==> config.mk <==
export PLATFORM = sky130hd
export DESIGN_NAME = byte_bus_mem_responder_flat
export DESIGN_NICKNAME = d
export VERILOG_FILES = /design/src/rtl/byte_bus_pkg.sv /design/src/rtl/byte_bus_mem_responder_if.sv /design/src/rtl/byte_bus_memarray.sv /design/src/rtl/byte_bus_mem_responder.sv /design/src/flat_wrapper.sv
export SDC_FILE = /design/constraint.sdc
export NUM_CORES = 1
export LEC_CHECK = 0
export ABC_CLOCK_PERIOD_IN_PS = 3800
export BUFFER_PORTS_ARGS = -buffer_cell sky130_fd_sc_hd__buf_2
export CORE_MARGIN = 10
export CORE_UTILIZATION = 36
export CTS_BUF_LIST = sky130_fd_sc_hd__clkbuf_4 sky130_fd_sc_hd__clkbuf_8
export DETAILED_ROUTE_END_ITERATION = 8
export GPL_TIMING_DRIVEN = 0
export RECOVER_POWER = 100
export SLEW_MARGIN = 20
export SYNTH_ARGS = -nofsm -noshare
export SYNTH_HDL_FRONTEND = slang
export SYNTH_HIERARCHICAL = 1
export SYNTH_SLANG_ARGS = --single-unit
export TNS_END_PERCENT = 20
==> constraint.sdc <==
create_clock -name clk -period 3.8 [get_ports clk]
set_clock_uncertainty 0.1 [all_clocks]
set_input_delay 0.57 -clock clk [delete_from_list [all_inputs] [get_ports clk]]
set_output_delay 0.57 -clock clk [all_outputs]
set_load 0.1 [all_outputs]
==> src/rtl/byte_bus_pkg.sv <==
`default_nettype none
// +--------------------------------------------------------------------------+
// | Package : byte_bus_pkg                                                    |
// | Shared frame constants and state encoding for the byte-serial memory bus. |
// | Revision: 1.0 - initial release                                           |
// +--------------------------------------------------------------------------+
package byte_bus_pkg;

  typedef enum logic [2:0] {
    IDLE  = 3'd0,
    ADDR  = 3'd1,
    CTL   = 3'd2,
    WDATA = 3'd3,
    RDATA = 3'd4
  } bus_state_e;

  localparam int FRAME_BEATS   = 9;
  localparam int CTL_WRITE_BIT = 0;
  localparam int B_CTL         = 4;
  localparam int B_DATA0       = 5;

  function automatic logic [7:0] byte_of(input logic [31:0] word, input logic [1:0] idx);
    return word[{idx, 3'b000} +: 8];
  endfunction

endpackage
`default_nettype wire

==> src/rtl/byte_bus_mem_responder_if.sv <==
`default_nettype none
// +--------------------------------------------------------------------------+
// | Interface : byte_bus_mem_responder_if                                     |
// | Byte-serial bus pins between the CPU-side initiator and a memory target.  |
// | Revision  : 1.0 - initial release                                         |
// +--------------------------------------------------------------------------+
interface byte_bus_mem_responder_if;
  logic       frame;
  logic [7:0] addr_in;
  logic [7:0] bus_din;
  logic [7:0] bus_dout;
  logic       bus_oe;
  logic       busy;
  logic       err;

  modport master (
    output frame, addr_in, bus_din,
    input  bus_dout, bus_oe, busy, err
  );

  modport slave (
    input  frame, addr_in, bus_din,
    output bus_dout, bus_oe, busy, err
  );
endinterface
`default_nettype wire

==> src/rtl/byte_bus_memarray.sv <==
`default_nettype none
// +--------------------------------------------------------------------------+
// | Module  : byte_bus_memarray                                               |
// | DEPTH x 32 register array: async clear, comb read, full-word sync write.  |
// | Revision: 1.0 - initial release                                           |
// +--------------------------------------------------------------------------+
module byte_bus_memarray #(
  parameter int DEPTH = 16,
  parameter int AW    = 4
) (
  input  wire logic          clk,
  input  wire logic          rst_n,
  input  wire logic          we,
  input  wire logic [AW-1:0] waddr,
  input  wire logic [31:0]   wdata,
  input  wire logic [AW-1:0] raddr,
  output logic [31:0]        rdata
);

  logic [31:0] r_mem [DEPTH];

  always_ff @(posedge clk or negedge rst_n) begin
    if (!rst_n) begin
      for (int i = 0; i < DEPTH; i++) begin
        r_mem[i] <= 32'd0;
      end
    end else if (we) begin
      r_mem[waddr] <= wdata;
    end
  end

  assign rdata = r_mem[raddr];

endmodule
`default_nettype wire

==> src/rtl/byte_bus_mem_responder.sv <==
`default_nettype none
// +--------------------------------------------------------------------------+
// | Module  : byte_bus_mem_responder                                          |
// | Byte-serial bus target serving 9-beat frames from a local word memory.    |
// | Option  : MEMRESP_TXN_CNT_EN adds txn_count (completed-frame counter).    |
// | Revision: 1.0 - initial release                                           |
// +--------------------------------------------------------------------------+
module byte_bus_mem_responder
  import byte_bus_pkg::*;
#(
  parameter int          DEPTH = 16,
  parameter logic [31:0] BASE  = 32'h0000_0000
) (
  input  wire logic               clk,
  input  wire logic               rst_n,
  byte_bus_mem_responder_if.slave bus
`ifdef MEMRESP_TXN_CNT_EN
  ,
  output logic [15:0]             txn_count
`endif
);

  localparam int AW = $clog2(DEPTH);

  bus_state_e  r_state, w_state_nxt;
  logic [1:0]  r_cnt, w_cnt_nxt;
  logic [3:0]  w_beat;
  logic [31:0] r_addr;
  logic [23:0] r_wbuf;
  logic [31:0] r_rword;
  logic [7:0]  r_dout;
  logic        r_oe;
  logic        r_err;

  logic          w_hit;
  logic [AW-1:0] w_idx;
  logic [31:0]   w_rdata;
  logic [31:0]   w_rsnap;
  logic          w_last;
  logic          w_we;

  assign w_hit   = (r_addr[31:AW+2] == BASE[31:AW+2]) && (r_addr[1:0] == 2'b00);
  assign w_idx   = r_addr[AW+1:2];
  assign w_rsnap = w_hit ? w_rdata : 32'd0;

  // Absolute beat number of the current cycle; only meaningful outside IDLE.
  always_comb begin
    w_beat = 4'd0;
    case (r_state)
      ADDR:         w_beat = {2'b00, r_cnt};
      CTL:          w_beat = 4'(B_CTL);
      WDATA, RDATA: w_beat = 4'(B_DATA0) + {2'b00, r_cnt};
      default:      w_beat = 4'd0;
    endcase
  end

  assign w_last = ((r_state == WDATA) || (r_state == RDATA)) &&
                  (w_beat == 4'(FRAME_BEATS - 1)) && !bus.frame;
  assign w_we   = (r_state == WDATA) && w_last && w_hit;

  always_ff @(posedge clk or negedge rst_n) begin
    if (!rst_n) begin
      r_state <= IDLE;
      r_cnt   <= 2'd0;
    end else begin
      r_state <= w_state_nxt;
      r_cnt   <= w_cnt_nxt;
    end
  end

  // frame wins in every state: it always opens a fresh frame at address byte 0.
  always_comb begin
    w_state_nxt = r_state;
    w_cnt_nxt   = r_cnt;
    if (bus.frame) begin
      w_state_nxt = ADDR;
      w_cnt_nxt   = 2'd1;
    end else begin
      case (r_state)
        IDLE: begin
          w_state_nxt = IDLE;
          w_cnt_nxt   = 2'd0;
        end
        ADDR: begin
          if (r_cnt == 2'd3) begin
            w_state_nxt = CTL;
            w_cnt_nxt   = 2'd0;
          end else begin
            w_cnt_nxt = r_cnt + 2'd1;
          end
        end
        CTL: begin
          w_state_nxt = bus.addr_in[CTL_WRITE_BIT] ? WDATA : RDATA;
          w_cnt_nxt   = 2'd0;
        end
        WDATA, RDATA: begin
          if (r_cnt == 2'd3) begin
            w_state_nxt = IDLE;
            w_cnt_nxt   = 2'd0;
          end else begin
            w_cnt_nxt = r_cnt + 2'd1;
          end
        end
        default: begin
          w_state_nxt = IDLE;
          w_cnt_nxt   = 2'd0;
        end
      endcase
    end
  end

  always_ff @(posedge clk or negedge rst_n) begin
    if (!rst_n) begin
      r_addr  <= 32'd0;
      r_wbuf  <= 24'd0;
      r_rword <= 32'd0;
      r_dout  <= 8'd0;
      r_oe    <= 1'b0;
      r_err   <= 1'b0;
    end else begin
      r_err <= w_last && !w_hit;
      if (bus.frame) begin
        r_addr[7:0] <= bus.addr_in;
        r_oe        <= 1'b0;
        r_dout      <= 8'd0;
      end else begin
        case (r_state)
          ADDR: r_addr[{r_cnt, 3'b000} +: 8] <= bus.addr_in;
          CTL: begin
            // Snapshot the whole word so later writes cannot tear a read.
            if (!bus.addr_in[CTL_WRITE_BIT]) begin
              r_oe    <= 1'b1;
              r_rword <= w_rsnap;
              r_dout  <= w_rsnap[7:0];
            end
          end
          WDATA: begin
            case (r_cnt)
              2'd0:    r_wbuf[7:0]   <= bus.bus_din;
              2'd1:    r_wbuf[15:8]  <= bus.bus_din;
              2'd2:    r_wbuf[23:16] <= bus.bus_din;
              default: ;
            endcase
          end
          RDATA: begin
            if (r_cnt == 2'd3) begin
              r_oe   <= 1'b0;
              r_dout <= 8'd0;
            end else begin
              r_dout <= byte_of(r_rword, r_cnt + 2'd1);
            end
          end
          default: ;
        endcase
      end
    end
  end

  byte_bus_memarray #(
    .DEPTH (DEPTH),
    .AW    (AW)
  ) u_memarray (
    .clk   (clk),
    .rst_n (rst_n),
    .we    (w_we),
    .waddr (w_idx),
    .wdata ({bus.bus_din, r_wbuf}),
    .raddr (w_idx),
    .rdata (w_rdata)
  );

`ifdef MEMRESP_TXN_CNT_EN
  logic [15:0] r_txn;

  always_ff @(posedge clk or negedge rst_n) begin
    if (!rst_n) begin
      r_txn <= 16'd0;
    end else if (w_last) begin
      r_txn <= r_txn + 16'd1;
    end
  end

  assign txn_count = r_txn;
`endif

  assign bus.bus_dout = r_dout;
  assign bus.bus_oe   = r_oe;
  assign bus.err      = r_err;
  assign bus.busy     = bus.frame || (r_state != IDLE);

endmodule
`default_nettype wire

==> src/flat_wrapper.sv <==
// flat-port wrapper written by rule: the top's interface ports become plain ports
module byte_bus_mem_responder_flat import byte_bus_pkg::*;
#(
  parameter int          DEPTH = 16,
  parameter logic [31:0] BASE  = 32'h0000_0000
)
  (clk, rst_n, bus_frame, bus_addr_in, bus_bus_din, bus_bus_dout, bus_bus_oe, bus_busy, bus_err);
  byte_bus_mem_responder_if bus_i ();
  input  wire logic clk;
  input  wire logic rst_n;
  input wire logic [$bits(bus_i.frame)-1:0] bus_frame;
  input wire logic [$bits(bus_i.addr_in)-1:0] bus_addr_in;
  input wire logic [$bits(bus_i.bus_din)-1:0] bus_bus_din;
  output wire logic [$bits(bus_i.bus_dout)-1:0] bus_bus_dout;
  output wire logic [$bits(bus_i.bus_oe)-1:0] bus_bus_oe;
  output wire logic [$bits(bus_i.busy)-1:0] bus_busy;
  output wire logic [$bits(bus_i.err)-1:0] bus_err;
  assign bus_i.frame = bus_frame;
  assign bus_i.addr_in = bus_addr_in;
  assign bus_i.bus_din = bus_bus_din;
  assign bus_bus_dout = bus_i.bus_dout;
  assign bus_bus_oe = bus_i.bus_oe;
  assign bus_busy = bus_i.busy;
  assign bus_err = bus_i.err;
  byte_bus_mem_responder #(.DEPTH(DEPTH), .BASE(BASE)) u_core (.clk(clk), .rst_n(rst_n), .bus(bus_i));
endmodule
==> results of run 1 <==
==> per-layer routing <==
layer,global-route usage [%],part of all wire [%]
met5,0,0.018
met4,3.80,1.7
met3,3.12,4.4
met2,25.3,47
met1,22.4,47
==> power by group <==
part           leakage [nW]  total, W  switching (W)  internal (W)
registers              8.54   0.00706       0.000305       0.00675
logic                  5.09   0.00179        0.00126      0.000529
clock network          1.14   0.00615        0.00265       0.00350
==> flip-flops by register name, summed over array words and instances (netlist names) <==
register,cells
u_core/bus.bus_dout,8
u_core/bus.bus_oe,1
u_core/bus.err,1
u_core/r_addr,32
u_core/r_cnt,2
u_core/r_rword,32
u_core/r_state,3
u_core/r_wbuf,24
u_core/u_memarray/r_mem,512
==> worst min-delay path, cell delays in order <==
cell     delay (ns)
buf_2          0.14
nand2_1        0.06
o21ai_0        0.06
==> placed cells by master, fill, tap and decap left out, drive strengths merged <==
| cell | n |
|---|---|
| ha | 6 |
| mux4 | 136 |
| or3 | 2 |
| or3b | 2 |
| a21o | 1 |
| nor3b | 3 |
| clkinvlp | 5 |
| clkinv | 5 |
| mux2 | 536 |
| nand2 | 154 |
| o22a | 6 |
| nor4 | 10 |
| a22o | 8 |
| inv | 6 |
| o31ai | 1 |
| or2 | 2 |
| nand3 | 18 |
| and2 | 1 |
| nand2b | 5 |
| dfrtp | 615 |
| buf | 68 |
| nor2 | 14 |
| a311o | 2 |
| a21oi | 3 |
| bufinv | 2 |
| and3 | 2 |
| a31oi | 2 |
| nor3 | 18 |
| a21boi | 1 |
| or4 | 2 |
| clkbuf | 291 |
| nand4 | 3 |
| nor2b | 4 |
| nand3b | 2 |
| diode | 3 |
| o21ai | 65 |
| dlygate4sd3 | 1 |
| a22oi | 64 |
==> metrics by stage <==
step	utilization (%)	cell area, sq um	instances	power (W)
2_1_floorplan	-	27600	1845	0.00817
3_3_place_gp	38.2	29000	2902	0.00889
3_5_place_dp	38.5	29200	2909	0.00898
4_1_cts	41.5	31500	3093	0.0152
5_1_grt	41.3	31400	3098	0.0156
6_report	41.3	31400	3099	0.0150
==> repair_timing <==
action / in CTS / in global routing
resized for setup: 19 / 14
buffers inserted: 4 / 3
gates cloned: 0 / 0
pin swaps: 2 / 1
hold buffers: 1 / 0
setup endpoints to repair: 506 / 432
endpoints found under the hold margin: 35 / 0
==> final timing paths <==
path,depth (start not counted),slack (ns),startpoint,end
min in group asynchronous,2,1.16,rst_n,u_core/u_memarray/r_mem[431]
setup reg to reg,13,0.14,u_core/r_cnt[0],u_core/u_memarray/r_mem[21]
setup / recovery,13,0.14,u_core/r_cnt[0],u_core/u_memarray/r_mem[21]
max in group asynchronous,4,0.49,rst_n,u_core/u_memarray/r_mem[93]
hold / removal,3,0.08,bus_addr_in[6],u_core/r_addr[30]
hold reg to reg,2,0.38,u_core/r_rword[13],u_core/r_rword[13]
==> cell families after synthesis <==
family / count (synthesis) / synth area share [%]
and+or+nand+nor: 242 / 4.18
AOI/OAI and AO/OA: 153 / 4.13
muxes: 672 / 33.0
adders and majority gates: 6 / 0.272
buffers and inverters: 157 / 2.73
DFF: 615 / 55.7
==> final cells by class <==
class / instances / area [sq um]
diodes: 3 / 7.51
repair buffers: 42 / 344
multi-input cells: 1073 / 11400
clock buffers: 167 / 2030
plain buffers: 151 / 749
fillers: 6947 / 44600
inverters: 6 / 22.5
flip-flops and latches: 615 / 15400
well taps: 1030 / 1290
clock inverters: 12 / 145
==> run_results.csv, run 1 <==
group,metric,value,unit
status,status,"complete, but fails checks",
status,failed_checks,"capacitance limit, slew limit",
sta,rsz0062_at_grt,"no",
synth,syn_area,0.0276,sq mm
grt,antenna_found_initial,3,
synth,synth_largest_area_cell,"dfrtp_1",
grt,grt_pass1_vias,17600,
cts,cts_tree,"done",
setup_path,crit_buf_inv,7,
detailed_routing,drt-total-wl,71200,um
grt,track_usage,16.0,%
synth,synth.most_common_cell,"dfrtp_1",
setup_path,cp_top_family,"buffers and inverters",
grt,grt_max_degree,108,
place,dpl_worst_slack,-0.888,ns
floorplanning,pin_count,30,
detailed_routing,dr.pass1.iters,5,
floorplanning,die_area,0.0882,sq mm
setup_path,crit_top_cell,"buf_4",
floorplanning,die_x,297,um
detailed_routing,drt_iter0_markers,1038,
pwr,power.density,478,mW/mm^2
place,io_buffers,27,
sta,slew_violations,36,
sta,clock.fmax,273,MHz
sta,setup_viol,0,
setup_path,worstSetupEndpointType,"flip-flop",
detailed_routing,postRouteAntennaNets,0,
place,routabilityCongestion,0.795,
grt,grt_pass1_wl,110000,um
synth,synth_commonest_cells,"dfrtp_1, mux2_2, nand2_1, mux4_2, clkbuf_1",
floorplanning,initial_core_util,36.4,%
sta,hold_viol,0,
floorplanning,rows,101,
synth,seq_area_frac_synth,55.7,%
grt,grt_overflow,0,
job,cap_violations,1,
cts,cts_root_buf,"clkbuf_8",
setup_path,cp_max_fo,10,
setup_path,start_kind,"flip-flop",
setup_path,crit_slowest_cell,"nor2_1",
floorplanning,die_h,297,um
sta,fin_ws,0.141,ns
sta,finalSetupTns,0,ns
cts,htreeDepth,3,
cts,cts_buffers,103,
synth,yosys-top-cells-area,"dfrtp_1, mux2_2, mux4_2",
cts,clockBufferDepth,3,
setup_path,worst-setup-path-type,"reg2reg",
detailed_routing,drc,0,
setup_path,cp_data_arrival_time,4.14,ns
synth,yosys_most_used_dff,"dfrtp_1",
cells_and_area,final_nets,2017,
detailed_routing,avgRoutedWirePerCell,23.0,um
synth,syn_nets,1870,
synth,synthArstFlopShare,100,%
synth,synth_seq_cells,615,
cells_and_area,layout-drive-gt1-share,47.1,%
sta,timing.hold.ws,0.0759,ns
synth,synthCells,1845,
cts,clock_sinks,615,
place,place_hpwl,49400,um
sta,tightest_slew,2.64,ns
synth,synth_edf_count,0,
floorplanning,core,0.0759,sq mm
setup_path,worstPathCellList,"buf_6 -> inv_1 -> ha_1 -> buf_4 -> inv_1 -> nand4_1 -> nor4_4 -> buf_4 -> buf_4 -> nand3_1 -> nor2_1 -> buf_2 -> mux2_2",
worst_hold_path,holdCritPathClass,"in2reg",
cells_and_area,area.growth.synth_to_final,13.7,%
sta,min_period,3.66,ns
pwr,leakage,14.8,nW
sta,fin_crit_sh,96.3,%
cts,clkLatencyLatePin,0.72,ns
synth,synth.distinct_cells,48,
detailed_routing,vias,16400,
pwr,ir_worst_vdd,252,uV
setup_path,cp_slowest_stage_delay,0.47,ns
setup_path,critPathRequiredTime,4.28,ns
sta,relSlewSlack,-76.2,%
synth,synth_top_area_share,55.7,%
synth,synth_warnings,6,
detailed_routing,vias_per_cell,5.30,
cts,clk_pin_slew,0.06,ns
synth,syn_area_per_cell,15.0,sq um
(Power assumes the default switching activity.)
==> run 2: changes to the inputs <==
--- a/config.mk
+++ b/config.mk
@@ -8,10 +8,11 @@
 export ABC_CLOCK_PERIOD_IN_PS = 3800
 export BUFFER_PORTS_ARGS = -buffer_cell sky130_fd_sc_hd__buf_2
 export CORE_MARGIN = 10
-export CORE_UTILIZATION = 36
+export CORE_UTILIZATION = 63
 export CTS_BUF_LIST = sky130_fd_sc_hd__clkbuf_4 sky130_fd_sc_hd__clkbuf_8
 export DETAILED_ROUTE_END_ITERATION = 8
 export GPL_TIMING_DRIVEN = 0
+export PLACE_DENSITY = 0.79
 export RECOVER_POWER = 100
 export SLEW_MARGIN = 20
 export SYNTH_ARGS = -nofsm -noshare
==> run 2 against run 1 <==
Compared with the run above:
- via count rose by 2.0%
- worst setup slack got worse by 0.034 ns
- largest cell class unchanged
- sequential power barely moved
- first-iteration DRC count rose by 55%
- design area fell by 1.5%
- combinational power rose by 3%
- the run still ends with capacitance limit, slew limit left
- register-to-register slack got worse by 0.03 ns
- clock-buffer cell count fell by 11
- power fell by 1.0%
- clock power fell by 3.6%
- worst hold slack improved by 0.0032 ns
==> run_results.csv, run 2 (synthesized netlist as in run 1, its figures left out) <==
group,metric,value,unit
status,status,"complete, but fails checks",
status,failed_checks,"capacitance limit, slew limit",
cells_and_area,final_common_cell,"dfrtp_1",
setup_path,cp_slowest_stage_delay,0.44,ns
floorplanning,core,0.0432,sq mm
setup_path,critPathRequiredTime,4.24,ns
cells_and_area,final_cell_mix,"dfrtp_1, mux2_2, nand2_1",
cells_and_area,layout-drive-gt1-share,49.5,%
grt,grt_pass1_wl,103000,um
setup_path,cp_max_fo,10,
grt,grt_overflow,0,
cells_and_area,largest_reg_flops,512,
detailed_routing,drc,0,
cells_and_area,final_nets,2011,
detailed_routing,postRouteAntennaNets,0,
cells_and_area,utilization,71.6,%
sta,hold_viol,0,
floorplanning,die_h,229,um
pwr,power_frac_clock,40.0,%
pwr,seqPwrFrac,47.6,%
setup_path,cp_data_arrival_time,4.13,ns
place,place_hpwl,45600,um
pwr,leakage,14.9,nW
setup_path,crit_slowest_cell,"dfrtp_2",
grt,antenna_found_initial,0,
worst_hold_path,holdCritPathClass,"in2reg",
place,routabilityCongestion,0.859,
floorplanning,initial_core_util,64.0,%
pwr,switching_share,28.4,%
sta,setup_viol,0,
cells_and_area,fin_area,0.0309,sq mm
floorplanning,pin_count,30,
detailed_routing,dr.pass1.iters,6,
place,placed_area,0.0287,sq mm
sta,rsz0062_at_grt,"yes",
sta,slew_violations,78,
pwr,p_comb_share,12.5,%
job,cap_violations,1,
setup_path,start_kind,"flip-flop",
detailed_routing,vias_per_cell,6.33,
detailed_routing,drt-total-wl,66600,um
setup_path,cp_top_family,"buffers and inverters",
pwr,ir_worst_vdd,307,uV
cells_and_area,area.growth.synth_to_final,12.0,%
cts,cts_buffers,99,
sta,fin_ws,0.108,ns
grt,grt_max_degree,105,
sta,timing.hold.ws,0.0791,ns
sta,relSlewSlack,-43.7,%
grt,track_usage,25.5,%
setup_path,worstSetupEndpointType,"flip-flop",
sta,clock.fmax,271,MHz
floorplanning,die_area,0.0526,sq mm
setup_path,worst-setup-path-type,"reg2reg",
place,dpl_worst_slack,-0.772,ns
cells_and_area,regMostFlops,"u_core/u_memarray/r_mem",
worst_hold_path,min_from,"bus_addr_in[1]",
cts,htreeDepth,3,
detailed_routing,drt_iter0_markers,1604,
setup_path,worstPathCellList,"buf_6 -> inv_1 -> ha_1 -> buf_4 -> inv_1 -> nand4_1 -> nor4_4 -> buf_4 -> buf_4 -> nand3b_1 -> nor2_2 -> buf_2 -> mux2_2",
pwr,power.density,480,mW/mm^2
grt,grt_pass1_vias,17700,
cts,clk_pin_slew,0.06,ns
cells_and_area,reg_top3,"u_core/u_memarray/r_mem: 512 flops, u_core/r_addr: 32 flops, u_core/r_rword: 32 flops",
sta,fin_crit_sh,97.2,%
cts,cts_root_buf,"clkbuf_8",
detailed_routing,vias,16800,
setup_path,crit_top_cell,"buf_4",
detailed_routing,avgRoutedWirePerCell,25.1,um
cts,cts_tree,"done",
setup_path,crit_buf_inv,7,
cts,clkLatencyLatePin,0.69,ns
sta,min_period,3.69,ns
floorplanning,die_x,229,um
pwr,netSwitchingPower,0.00421,W
setup_path,cp-startpoint,"u_core/r_cnt[0]",
cts,clockBufferDepth,3,
place,io_buffers,27,
floorplanning,rows,76,
cts,clock_sinks,615,
pwr,p_int,0.0106,W
setup_path,worstReg2RegStart,"u_core/r_cnt[0]",
sta,tightest_slew,2.16,ns
-- run 2: cell types whose count changed in the layout (fill, tap and decap cells not counted), sizes merged, moves of 2 or more --
cell,before,now
buf,68,114
clkbuf,291,232
clkinv,5,14
diode,3,1
-- run 2: power groups by stage --
stage / Combinational (W) / Sequential [W] / Clock, W
floorplan: 0.00109 / 0.00708 / 0
global placement: 0.00171 / 0.00714 / 0
detailed placement: 0.00180 / 0.00716 / 0
CTS: 0.00182 / 0.00705 / 0.00604
finish: 0.00185 / 0.00706 / 0.00593
global route: 0.00199 / 0.00709 / 0.00635
-- run 2: metrics by stage --
stage / std cells / TNS (ns) / power [W]
finish: 2647 / 0 / 0.0148
global route: 2646 / -0.216 / 0.0154
CTS: 2642 / 0 / 0.0149
detailed placement: 2463 / -210.65 / 0.00896
global placement: 2457 / -6214.49 / 0.00886
floorplan: 1845 / 0 / 0.00817
-- run 2: metal layers --
layer  wire (um)  global-route usage [%]
met5           0                       0
met4        2230                    10.1
met3        5370                    7.00
met2       30800                    38.9
met1       28100                    34.4
-- run 2: cell type report --
class	count	area, sq um
fill	2911	12200
sequential	615	15400
timing repair buffer	40	355
antenna	1	2.50
buffer	151	757
inverter	6	22.5
clock inverter	20	143
multi-input combinational	1073	11600
tap	585	732
clock buffer	156	1960
-- run 2: repair_timing --
item	4_1_cts	5_1_grt
gates cloned	0	0
buffers inserted	2	4
resized for setup	17	15
hold endpoints to repair	77	0
pin swaps	1	1
hold buffers	1	0
endpoints found under the setup margin	502	461
-- run 2: worst paths after layout --
check | slack [ns] | end | cells after the start
worst min register to register | 0.38 | u_core/r_rword[31] | 2
max in group asynchronous | 0.58 | u_core/u_memarray/r_mem[62] | 5
min in group asynchronous | 0.97 | u_core/u_memarray/r_mem[325] | 2
worst max register to register | 0.11 | u_core/u_memarray/r_mem[117] | 13
worst max-delay path | 0.11 | u_core/u_memarray/r_mem[117] | 13
worst min-delay path | 0.08 | u_core/r_addr[1] | 2
